[config.mk]
export PLATFORM = sky130hd
export DESIGN_NAME = sim_ahb_arb2
export DESIGN_NICKNAME = d
export VERILOG_FILES = /design/src/rtl/sim_ahb_arb2.sv
export SDC_FILE = /design/constraint.sdc
export NUM_CORES = 1
export LEC_CHECK = 0
export CORE_AREA = 2 2 134 136
export CTS_CLUSTER_DIAMETER = 200
export DETAILED_ROUTE_END_ITERATION = 10
export DIE_AREA = 0 0 136 138
export HOLD_SLACK_MARGIN = 0.15
export MAX_ROUTING_LAYER = met4
export PLACE_DENSITY = 0.75
export REMOVE_ABC_BUFFERS = 1
export SYNTH_ARGS = -nofsm -noshare
export SYNTH_HDL_FRONTEND = slang
export SYNTH_SLANG_ARGS = --single-unit
[constraint.sdc]
create_clock -name clk -period 13.25 [get_ports clk]
set_input_delay 3.975 -clock clk [delete_from_list [all_inputs] [get_ports clk]]
set_output_delay 3.975 -clock clk [all_outputs]
set_load 0.03 [all_outputs]
[src/rtl/sim_ahb_arb2.sv]
// Two-port AHB-Lite arbiter in front of the sim-control slave.
// Round-robin on contention; a losing address phase is parked in pend[] and its master is stalled.
module sim_ahb_arb2 #(
    parameter int W_ADDR = 32,
    parameter int W_DATA = 32
) (
    input  logic              clk,
    input  logic              rst_n,

    output logic              src0_hready_resp,
    input  logic              src0_hready,
    output logic              src0_hresp,
    input  logic [W_ADDR-1:0] src0_haddr,
    input  logic              src0_hwrite,
    input  logic [1:0]        src0_htrans,
    input  logic [2:0]        src0_hsize,
    input  logic [2:0]        src0_hburst,
    input  logic [3:0]        src0_hprot,
    input  logic              src0_hmastlock,
    input  logic [W_DATA-1:0] src0_hwdata,
    output logic [W_DATA-1:0] src0_hrdata,

    output logic              src1_hready_resp,
    input  logic              src1_hready,
    output logic              src1_hresp,
    input  logic [W_ADDR-1:0] src1_haddr,
    input  logic              src1_hwrite,
    input  logic [1:0]        src1_htrans,
    input  logic [2:0]        src1_hsize,
    input  logic [2:0]        src1_hburst,
    input  logic [3:0]        src1_hprot,
    input  logic              src1_hmastlock,
    input  logic [W_DATA-1:0] src1_hwdata,
    output logic [W_DATA-1:0] src1_hrdata,

    output logic              dst_hready,
    input  logic              dst_hready_resp,
    input  logic              dst_hresp,
    output logic [W_ADDR-1:0] dst_haddr,
    output logic              dst_hwrite,
    output logic [1:0]        dst_htrans,
    output logic [2:0]        dst_hsize,
    output logic [2:0]        dst_hburst,
    output logic [3:0]        dst_hprot,
    output logic              dst_hmastlock,
    output logic [W_DATA-1:0] dst_hwdata,
    input  logic [W_DATA-1:0] dst_hrdata
);

    typedef struct packed {
        logic [W_ADDR-1:0] addr;
        logic              write;
        logic [1:0]        trans;
        logic [2:0]        size;
        logic [2:0]        burst;
        logic [3:0]        prot;
        logic              mastlock;
    } aph_t;

    typedef enum logic [1:0] {
        OWN_NONE = 2'd0,
        OWN_0    = 2'd1,
        OWN_1    = 2'd2
    } own_t;

    aph_t       live [2];
    aph_t       pend [2];
    logic [1:0] pend_v;
    own_t       dph_own;
    logic       last_gnt;
    logic [1:0] live_req;
    logic [1:0] req;
    logic [1:0] gnt;
    logic       win;
    aph_t       sel;

    assign live[0] = '{addr: src0_haddr, write: src0_hwrite, trans: src0_htrans,
                       size: src0_hsize, burst: src0_hburst, prot: src0_hprot,
                       mastlock: src0_hmastlock};
    assign live[1] = '{addr: src1_haddr, write: src1_hwrite, trans: src1_htrans,
                       size: src1_hsize, burst: src1_hburst, prot: src1_hprot,
                       mastlock: src1_hmastlock};

    // Arbitration and address mux; reset also suppresses any live request reaching the slave.
    always_comb begin
        // NOTE: every signal written here gets a default first, so no path can infer a latch.
        win      = 1'b0;
        gnt      = 2'b00;
        live_req = {src1_htrans[1] & src1_hready, src0_htrans[1] & src0_hready};
        req      = pend_v | live_req;
        if (rst_n && dst_hready_resp) begin
            case (req)
                2'b01:   win = 1'b0;
                2'b10:   win = 1'b1;
                2'b11:   win = ~last_gnt;
                default: win = 1'b0;
            endcase
            if (req != 2'b00) gnt = win ? 2'b10 : 2'b01;
        end
        sel = pend_v[win] ? pend[win] : live[win];
        if (gnt == 2'b00) sel = '0;
    end

    always_ff @(posedge clk or negedge rst_n) begin
        if (!rst_n) begin
            pend_v   <= 2'b00;
            dph_own  <= OWN_NONE;
            last_gnt <= 1'b1;
        end else begin
            // NOTE: state registers use non-blocking assignment so every branch sees pre-edge values.
            for (int i = 0; i < 2; i++) begin
                if (gnt[i])           pend_v[i] <= 1'b0;
                else if (live_req[i]) pend_v[i] <= 1'b1;
            end
            if (dst_hready_resp) begin
                if (gnt != 2'b00) begin
                    last_gnt <= win;
                    dph_own  <= win ? OWN_1 : OWN_0;
                end else begin
                    dph_own  <= OWN_NONE;
                end
            end
        end
    end

    // NOTE: the parked payload is only ever read while pend_v is set, so it needs no reset.
    always_ff @(posedge clk) begin
        for (int i = 0; i < 2; i++) begin
            if (!pend_v[i] && !gnt[i] && live_req[i]) pend[i] <= live[i];
        end
    end

    assign dst_haddr     = sel.addr;
    assign dst_hwrite    = sel.write;
    assign dst_htrans    = sel.trans;
    assign dst_hsize     = sel.size;
    assign dst_hburst    = sel.burst;
    assign dst_hprot     = sel.prot;
    assign dst_hmastlock = sel.mastlock;
    assign dst_hready    = dst_hready_resp;

    assign src0_hready_resp = (dph_own == OWN_0) ? dst_hready_resp : ~pend_v[0];
    assign src1_hready_resp = (dph_own == OWN_1) ? dst_hready_resp : ~pend_v[1];
    assign src0_hresp       = (dph_own == OWN_0) & dst_hresp;
    assign src1_hresp       = (dph_own == OWN_1) & dst_hresp;
    assign src0_hrdata      = dst_hrdata;
    assign src1_hrdata      = dst_hrdata;

    always_comb begin
        case (dph_own)
            OWN_0:   dst_hwdata = src0_hwdata;
            OWN_1:   dst_hwdata = src1_hwdata;
            default: dst_hwdata = '0;
        endcase
    end

endmodule
## Word level (Yosys, flattened, before mapping)

Memories as Yosys holds them, arrays and structs flattened.
Cells that the tools add are included.

- Memory bits (writable): 92
- Bits of input ports: 194
- Latch bits: 0
- Register bits: 5
- Memories kept: 1
- ROM bits: 0

- Multiplexer cells: 26
- Bitwise logic cells: 9
- Reductions and logical operators: 15
- Div/mod/pow operators: 0
- Add/subtract/negate cells: 0
- Shift-type cells: 0
- Equality and inequality tests: 4
- Multiply operators: 0
- Magnitude comparators: 2

Memories:

| memory | words | width | read ports | clocked after memory_dff | write ports | RTL line | RTL |
|---|---|---|---|---|---|---|---|
| pend | 2 | 46 | 1 | 0 | 2 | 67 | `aph_t pend [2];` |

Operators by type and width:

| cell | count |
|---|---|
| $mux 46 | 5 |
| $pmux 32 s2 | 1 |
| $mux 1 | 14 |
| $mux 2 | 5 |
| $reduce_bool 2->1 | 4 |
| $eq 2x2->1 const B | 3 |
| $logic_and 1x1->1 | 5 |
| $and 1x1->1 | 4 |
| $logic_not 1->1 | 4 |
| $not 1->1 | 3 |
| $eq 2x1->1 const B | 1 |
| $ge 2x2->1 const B | 1 |
| $logic_not 2->1 | 1 |
| $lt 1x2->1 const B | 1 |
| $not 1->2 | 1 |
| $or 2x2->2 | 1 |
| $pmux 1 s2 | 1 |
| $reduce_and 2->1 | 1 |

## Longest topological paths before layout

Gate-level depths: netlist of run 1.

- Depth after elaboration: 13
- Depth in mapped cells: 6

## Least setup slack after synthesis of run 1

No wires, ideal clock.

- Path kind: input-to-output
- Start: in src1_htrans[1]
- End: out dst_haddr[22]
- Stages: 5
- Arrival: 5142 ps
- Required time: 9275 ps
- Slack: 4133 ps
- Cell sequence: a21oi_1 > buf_2 > buf_2 > o211ai_1 > a21oi_1

- Word-level cells in the longest chain between the ends: 12
- Elaborated cells on any way between the ends: 21

Ends and longest elaborated chain:

| element | RTL line | RTL |
|---|---|---|
| start, declared | 28 | `input logic [1:0] src1_htrans,` |
| $and 1x1->1 (*) | 89 | `live_req = {src1_htrans[1] & src1_hready, src0_htrans[1] & src0_hready};` |
| $or 2x2->2 (*) | 90 | `req = pend_v \| live_req;` |
| $eq 2x2->1 | 92 | `case (req)` |
| $pmux 1 s2 | 92 |  |
| $mux 1 (2 in series) | 91 | `if (rst_n && dst_hready_resp) begin` |
| $not 1->2 (not written as such) | 100 | `sel = pend_v[win] ? pend[win] : live[win];` |
| $mux 46 (not written as such) (3 in series) | 100 |  |
| $mux 46 | 100 |  |
| $mux 46 (*) | 101 | `if (gnt == 2'b00) sel = '0;` |
| end, declared | 39 | `output logic [W_ADDR-1:0] dst_haddr,` |

Every way passes the cells marked *; elsewhere a longest branch is shown, timed or not. The select of a mux whose other input is x is not followed.

## Worst setup path after layout of run 1

- Start: in src1_htrans[1]
- End: out dst_haddr[30]

Same word-level chain as after synthesis.

==> metrics.md, run 1 <==
| Metric | Value |
|---|---|
| Detailed placement HPWL | `15000 um` |
| GP Congestion | `0.729` |
| Least-Margin Pin Slew | `1.24 ns` |
| Die ar. | `18800 um2` |
| Leak | `2.69 nW` |
| Die Ht | `138 um` |
| Slew headroom | `0.173` |
| CTS HTree Levels | `3` |
| Antenna Nets Post-Route | `0` |
| Worst hold path class | `reg2reg` |
| Minimum clock period after layout | `10.56 ns` |
| DR pass1 iterations | `4` |
| Clock sink total | `97` |
| Clock-pin slew on the worst setup and hold paths | `0.06 ns` |
| Top Ports | `341` |
| TritonCTS clock tree | `built` |
| Largest net degree at the start of global routing | `52` |
| Root Driver | `clkbuf_16` |
| Startpoint types | `primary input` |
| Vias in the first global route | `5081` |
| Yosys warnings | `0` |
| Fmax | `94.7 MHz` |
| Mapped Cells | `542` |
| Synthesis-stage register bit count | `97` |
| Area delta synth->final | `38.4%` |
| Final net count | `879` |
| DRC | `0` |
| Crit Path Max Fanout | `27` |
| WP data arrival | `6.59 ns` |
| Post-Route WL | `20800 um` |
| Starting Density | `0.350` |
| Data required, critical path | `9.27 ns` |
| Initial antenna violation count | `4` |
| Chip Width | `136 um` |
| FP Rows | `49` |
| Seq/Total Area, Yosys | `0.471` |
| Syn_area_per_cell | `11.3 um2` |
| Clock buffers created by TritonCTS | `9` |
| Post-Syn Area | `6140 um2` |
| Setup violators final | `0` |
| Critical path capture point type | `output pin` |
| Max IR drop VDD | `0.0000769 V` |
| CTS Hold Bufs | `0` |
| First-pass GRT wire length | `30400 um` |
| Kind of critical path | `in2out` |
| Total GRT Usage | `0.220` |
| Port bufs | `244` |
| Worst-Skew Late Latency | `0.34 ns` |
| Fraction of layout instances using a drive strength above 1 | `0.0581` |
| Unique masters post-synth | `27` |
| Fin. Hold Viols | `0` |
| Clock skew | `0.00861 ns` |
| Clock buffer depth | `2` |
| Vias/cell | `5.43` |
| Post-CTS Setup Repair Bufs | `0` |
| Post-CTS sizing | `0` |
| Wirelength per Cell | `22.6 um` |
| Drt first-iter violations | `252` |
| RSZ-0062 raised after global routing | `no` |
| Slew Viols, Final | `0` |
| Core region area | `17500 um2` |
| Status | `complete, no violations` |
| Fin Setup TNS | `0 ns` |
| GRT overflow | `0` |
| Max-Cap Viols | `0` |
| Power per cell area | `139 nW/um2` |
| Vias | `4998` |
| Final period util | `0.797` |
| Final total power | `0.00118 W` |
-- critical path, stage by stage --
cell and delay [ns]:
clkdlybuf4s50_1 0.50, a21oi_4 0.60, buf_4 0.41, o211ai_1 0.12, a21oi_1 0.23, clkdlybuf4s50_1 0.72
-- synth_stat cells --
library cell,count,share of area
mux2i_1,2,0.0033
o22ai_1,2,0.0020
inv_2,2,0.0012
inv_1,4,0.0024
o211ai_1,90,0.11
edfxtp_1,92,0.45
buf_4,66,0.081
a21o_1,2,0.0024
dfrtp_1,4,0.016
ha_1,2,0.0041
a31oi_1,1,0.0010
clkbuf_1,31,0.019
buf_2,20,0.016
a21oi_2,1,0.0014
nor2_1,33,0.020
dfstp_2,1,0.0043
a311oi_1,1,0.0014
nand2_1,4,0.0024
o21ai_1,4,0.0033
o221ai_1,2,0.0029
mux2_1,82,0.15
mux2_2,8,0.015
and2_1,2,0.0020
nor3_1,1,0.00081
buf_6,5,0.0092
a22oi_1,32,0.039
a21oi_1,48,0.039
-- stage by stage --
stage / setup slack (ns) / instances / cell area [um2] / hold slack (ns) / util
floorplan: 2.62 / 420 / 5370 / 0.542 / -
global placement: 2.74 / 901 / 8210 / 0.567 / 0.468
detailed placement: 2.72 / 901 / 8210 / 0.573 / 0.468
CTS: 2.70 / 917 / 8490 / 0.582 / 0.484
global route: 2.50 / 921 / 8500 / 0.623 / 0.485
finish: 2.69 / 921 / 8500 / 0.574 / 0.485
-- power by group --
group / internal, W / switching, W
Combinational: 0.000225 / 0.000333
Sequential: 0.000363 / 0.00000646
Clock: 0.000145 / 0.000110
-- kinds of logic (layout without fill, tap and decap cells) --
| kind of cell | Yosys count | count (layout) | synth area share |
|---|---|---|---|
| muxes | 92 | 92 | 0.168 |
| buffers and inverters | 128 | 274 | 0.129 |
| other | 0 | 4 | 0 |
| DFF | 97 | 97 | 0.471 |
| and+or+nand+nor | 40 | 40 | 0.0255 |
| AOI/OAI and AO/OA | 183 | 183 | 0.203 |
| adders and majority gates | 2 | 2 | 0.00408 |
-- routing by layer --
| layer | share of wire | up-vias | GRT usage |
|---|---|---|---|
| met3 | 0.12 | 19 | 0.118 |
| li1 | - | 2306 | - |
| met4 | 0.012 | 0 | 0.0724 |
| met1 | 0.41 | 2386 | 0.254 |
| met2 | 0.45 | 287 | 0.326 |
| met5 | 0 | - | - |
-- registers in the layout, indices dropped and copies added, names as in the netlist --
| register | flops |
|---|---|
| last_gnt | 1 |
| dph_own | 2 |
| pend | 92 |
| pend_v | 2 |
-- final timing paths --
kind | from | slack (ns) | cells past startpoint | endpoint
max in group asynchronous | rst_n | 8.99 | 1 | last_gnt
min reg2reg | dph_own[1] | 0.57 | 2 | dph_own[1]
min | dph_own[1] | 0.57 | 2 | dph_own[1]
max reg2reg | last_gnt | 9.62 | 5 | pend[0][16]
min in group asynchronous | rst_n | 3.94 | 1 | pend_v[1]
max | src1_htrans[1] | 2.69 | 6 | dst_haddr[30]
-- layout by cell type (no fill, tap or decap) --
cell type	n
nor3_2	1
o221ai_1	2
edfxtp_1	92
and2_1	2
dfrtp_1	2
a311oi_4	1
o211ai_1	90
clkinv_1	1
clkinv_2	2
ha_1	2
clkdlybuf4s50_1	244
clkbuf_16	9
mux2_1	82
a21oi_1	47
nand2_1	3
nor2_1	33
o21ai_1	4
a21o_2	2
dfstp_2	1
bufinv_16	1
mux2_2	8
o22ai_1	2
inv_2	2
buf_4	8
dfrtp_2	2
diode_2	4
a31oi_1	1
a22oi_1	32
nand2_2	1
mux2i_1	2
a21oi_4	2
inv_1	4
clkbuf_1	3
-- area by class of cell --
class	instances	area (um2)
clock inverter	4	43.8
antenna	4	10.0
tap	229	287
fill	1617	9030
sequential	97	2890
multi-input combinational	317	2510
inverter	6	22.5
clock buffer	12	236
timing repair buffer	252	2500
(Power assumes the default switching activity.)
==> run 2, diff against run 1 <==
CORE_AREA = not set   (was 2 2 134 136)
CORE_MARGIN = 1   (was not set)
CORE_UTILIZATION = 36   (was not set)
DIE_AREA = not set   (was 0 0 136 138)
PLACE_DENSITY = 0.79   (was 0.75)
clock period = 9.7 ns   (was 13.25 ns; I/O delays follow)
==> run 2 against run 1 <==
Setup slack worse by 1.5 ns. Critical path depth unchanged. Sequential power increased by 38%. Critical endpoint is now dst_hsize[0].
==> metrics.md, run 2 (synthesis gave the netlist of run 1 again) <==
| Metric | Value |
|---|---|
| Startpoint types | `primary input` |
| GP Congestion | `0.811` |
| Setup violators final | `0` |
| RSZ-0062 raised after global routing | `no` |
| TritonCTS clock tree | `built` |
| Fmax | `118 MHz` |
| Crit-path most repeated cell | `clkdlybuf4s50_1` |
| Clock buffers created by TritonCTS | `9` |
| Vias in the first global route | `5179` |
| Least-Margin Pin Slew | `1.21 ns` |
| Slew headroom | `0.195` |
| Vias/cell | `5.72` |
| Fraction of layout instances using a drive strength above 1 | `0.0611` |
| Max-Cap Viols | `0` |
| Final total power | `0.00167 W` |
| Slew Viols, Final | `0` |
| FP Rows | `47` |
| Critical path capture point type | `output pin` |
| CTS Hold Bufs | `0` |
| Largest register FFs | `92` |
| Post-Route WL | `22000 um` |
| Max IR drop VDD | `0.000114 V` |
| Filler instances | `1472` |
| Initial antenna violation count | `1` |
| WP data arrival | `5.59 ns` |
| CP max stage delay | `0.74 ns` |
| Root Driver | `clkbuf_16` |
| Detailed placement HPWL | `15500 um` |
| Largest net degree at the start of global routing | `52` |
| Core region area | `16600 um2` |
| Final net count | `878` |
| CTS HTree Levels | `3` |
| Final hold slack | `0.578 ns` |
| Clock skew | `0.00939 ns` |
| Worst-Skew Late Latency | `0.35 ns` |
| Final period util | `0.877` |
| Fin Setup TNS | `0 ns` |
| Vias | `5192` |
| Fin. Hold Viols | `0` |
| Crit Path Max Fanout | `33` |
| Most frequent cells in the layout | `clkdlybuf4s50_1 (244), edfxtp_1 (92), o211ai_1 (90), mux2_1 (82), a21oi_1 (47)` |
| Clock-pin slew on the worst setup and hold paths | `0.07 ns` |
| Die ar. | `17600 um2` |
| Worst hold path class | `reg2reg` |
| Biggest regs | `pend: 92 flops, dph_own: 2 flops, pend_v: 2 flops` |
| Starting Density | `0.369` |
| Die Ht | `133 um` |
| Crit-path cells | `clkdlybuf4s50_1 > a21oi_4 > buf_4 > o211ai_1 > a21oi_1 > clkdlybuf4s50_1` |
| Final non-filler cell total | `908` |
| Leak | `2.69 nW` |
| Power per cell area | `196 nW/um2` |
| Minimum clock period after layout | `8.50 ns` |
| Total GRT Usage | `0.255` |
| Wirelength per Cell | `24.2 um` |
| Data required, critical path | `6.79 ns` |
| Post-CTS Setup Repair Bufs | `0` |
| Drt first-iter violations | `320` |
| DRC | `0` |
| Clock buffer depth | `2` |
| Placed cells | `891` |
| Clock sink total | `97` |
| GRT overflow | `0` |
| Slowest-stage cell, CP | `clkdlybuf4s50_1` |
| Antenna Nets Post-Route | `0` |
| Top Ports | `341` |
| Area delta synth->final | `38.6%` |
| Most common cell after layout, fill and taps aside | `clkdlybuf4s50_1` |
| Biggest register | `pend` |
| Kind of critical path | `in2out` |
| Chip Width | `133 um` |
| DR pass1 iterations | `8` |
| Post-CTS sizing | `0` |
| Status | `complete, no violations` |
| First-pass GRT wire length | `32200 um` |
| Port bufs | `244` |
## run 2: layout make-up
type / count / area, um2 / share of cell area
inverters: 6 / 22.5 / 0.00265
clock inverters: 7 / 92.6 / 0.0109
clock buffers: 9 / 225 / 0.0265
repair buffers: 251 / 2490 / 0.293
diodes: 1 / 2.50 / 0.000294
flip-flops and latches: 97 / 2890 / 0.340
multi-input cells: 317 / 2510 / 0.294
well taps: 220 / 275 / 0.0323
## run 2: critical path, delay by kind of cell
kind	cells	cell delay, ns
AO/OA/AOI/OAI	3	0.95
buffers and inverters	3	1.72
## run 2: routing by layer
metal / part of all wire / wire [um] / vias to the layer above / global-route usage
li1: - / - / 2302 / -
met1: 0.40 / 8810 / 2539 / 0.290
met2: 0.46 / 10200 / 335 / 0.394
met3: 0.12 / 2720 / 16 / 0.134
met4: 0.012 / 262 / 0 / 0.0651
met5: 0 / 0 / - / -
## run 2: stage by stage
step / setup slack, ns / area (um2) / utilization
6_report: 1.20 / 8510 / 0.511
5_1_grt: 1.03 / 8510 / 0.511
4_1_cts: 1.20 / 8510 / 0.511
3_5_place_dp: 1.24 / 8190 / 0.492
3_3_place_gp: 1.30 / 8190 / 0.492
2_1_floorplan: 1.20 / 5370 / -
## run 2: path summary, 6_finish.rpt
| kind | slack, ns | start | end | cells past startpoint |
|---|---|---|---|---|
| max | 1.20 | src0_htrans[1] | dst_hsize[0] | 6 |
| min | 0.58 | dph_own[1] | dph_own[1] | 2 |
| max reg2reg | 5.90 | pend_v[0] | pend[1][12] | 5 |
| min reg2reg | 0.58 | dph_own[1] | dph_own[1] | 2 |
| max in group asynchronous | 6.52 | rst_n | last_gnt | 1 |
| min in group asynchronous | 2.86 | rst_n | dph_own[1] | 1 |
## run 2: where the power goes
group          internal (W)  switching (W)
sequential         0.000495      0.0000127
clock              0.000226       0.000161
combinational      0.000308       0.000464
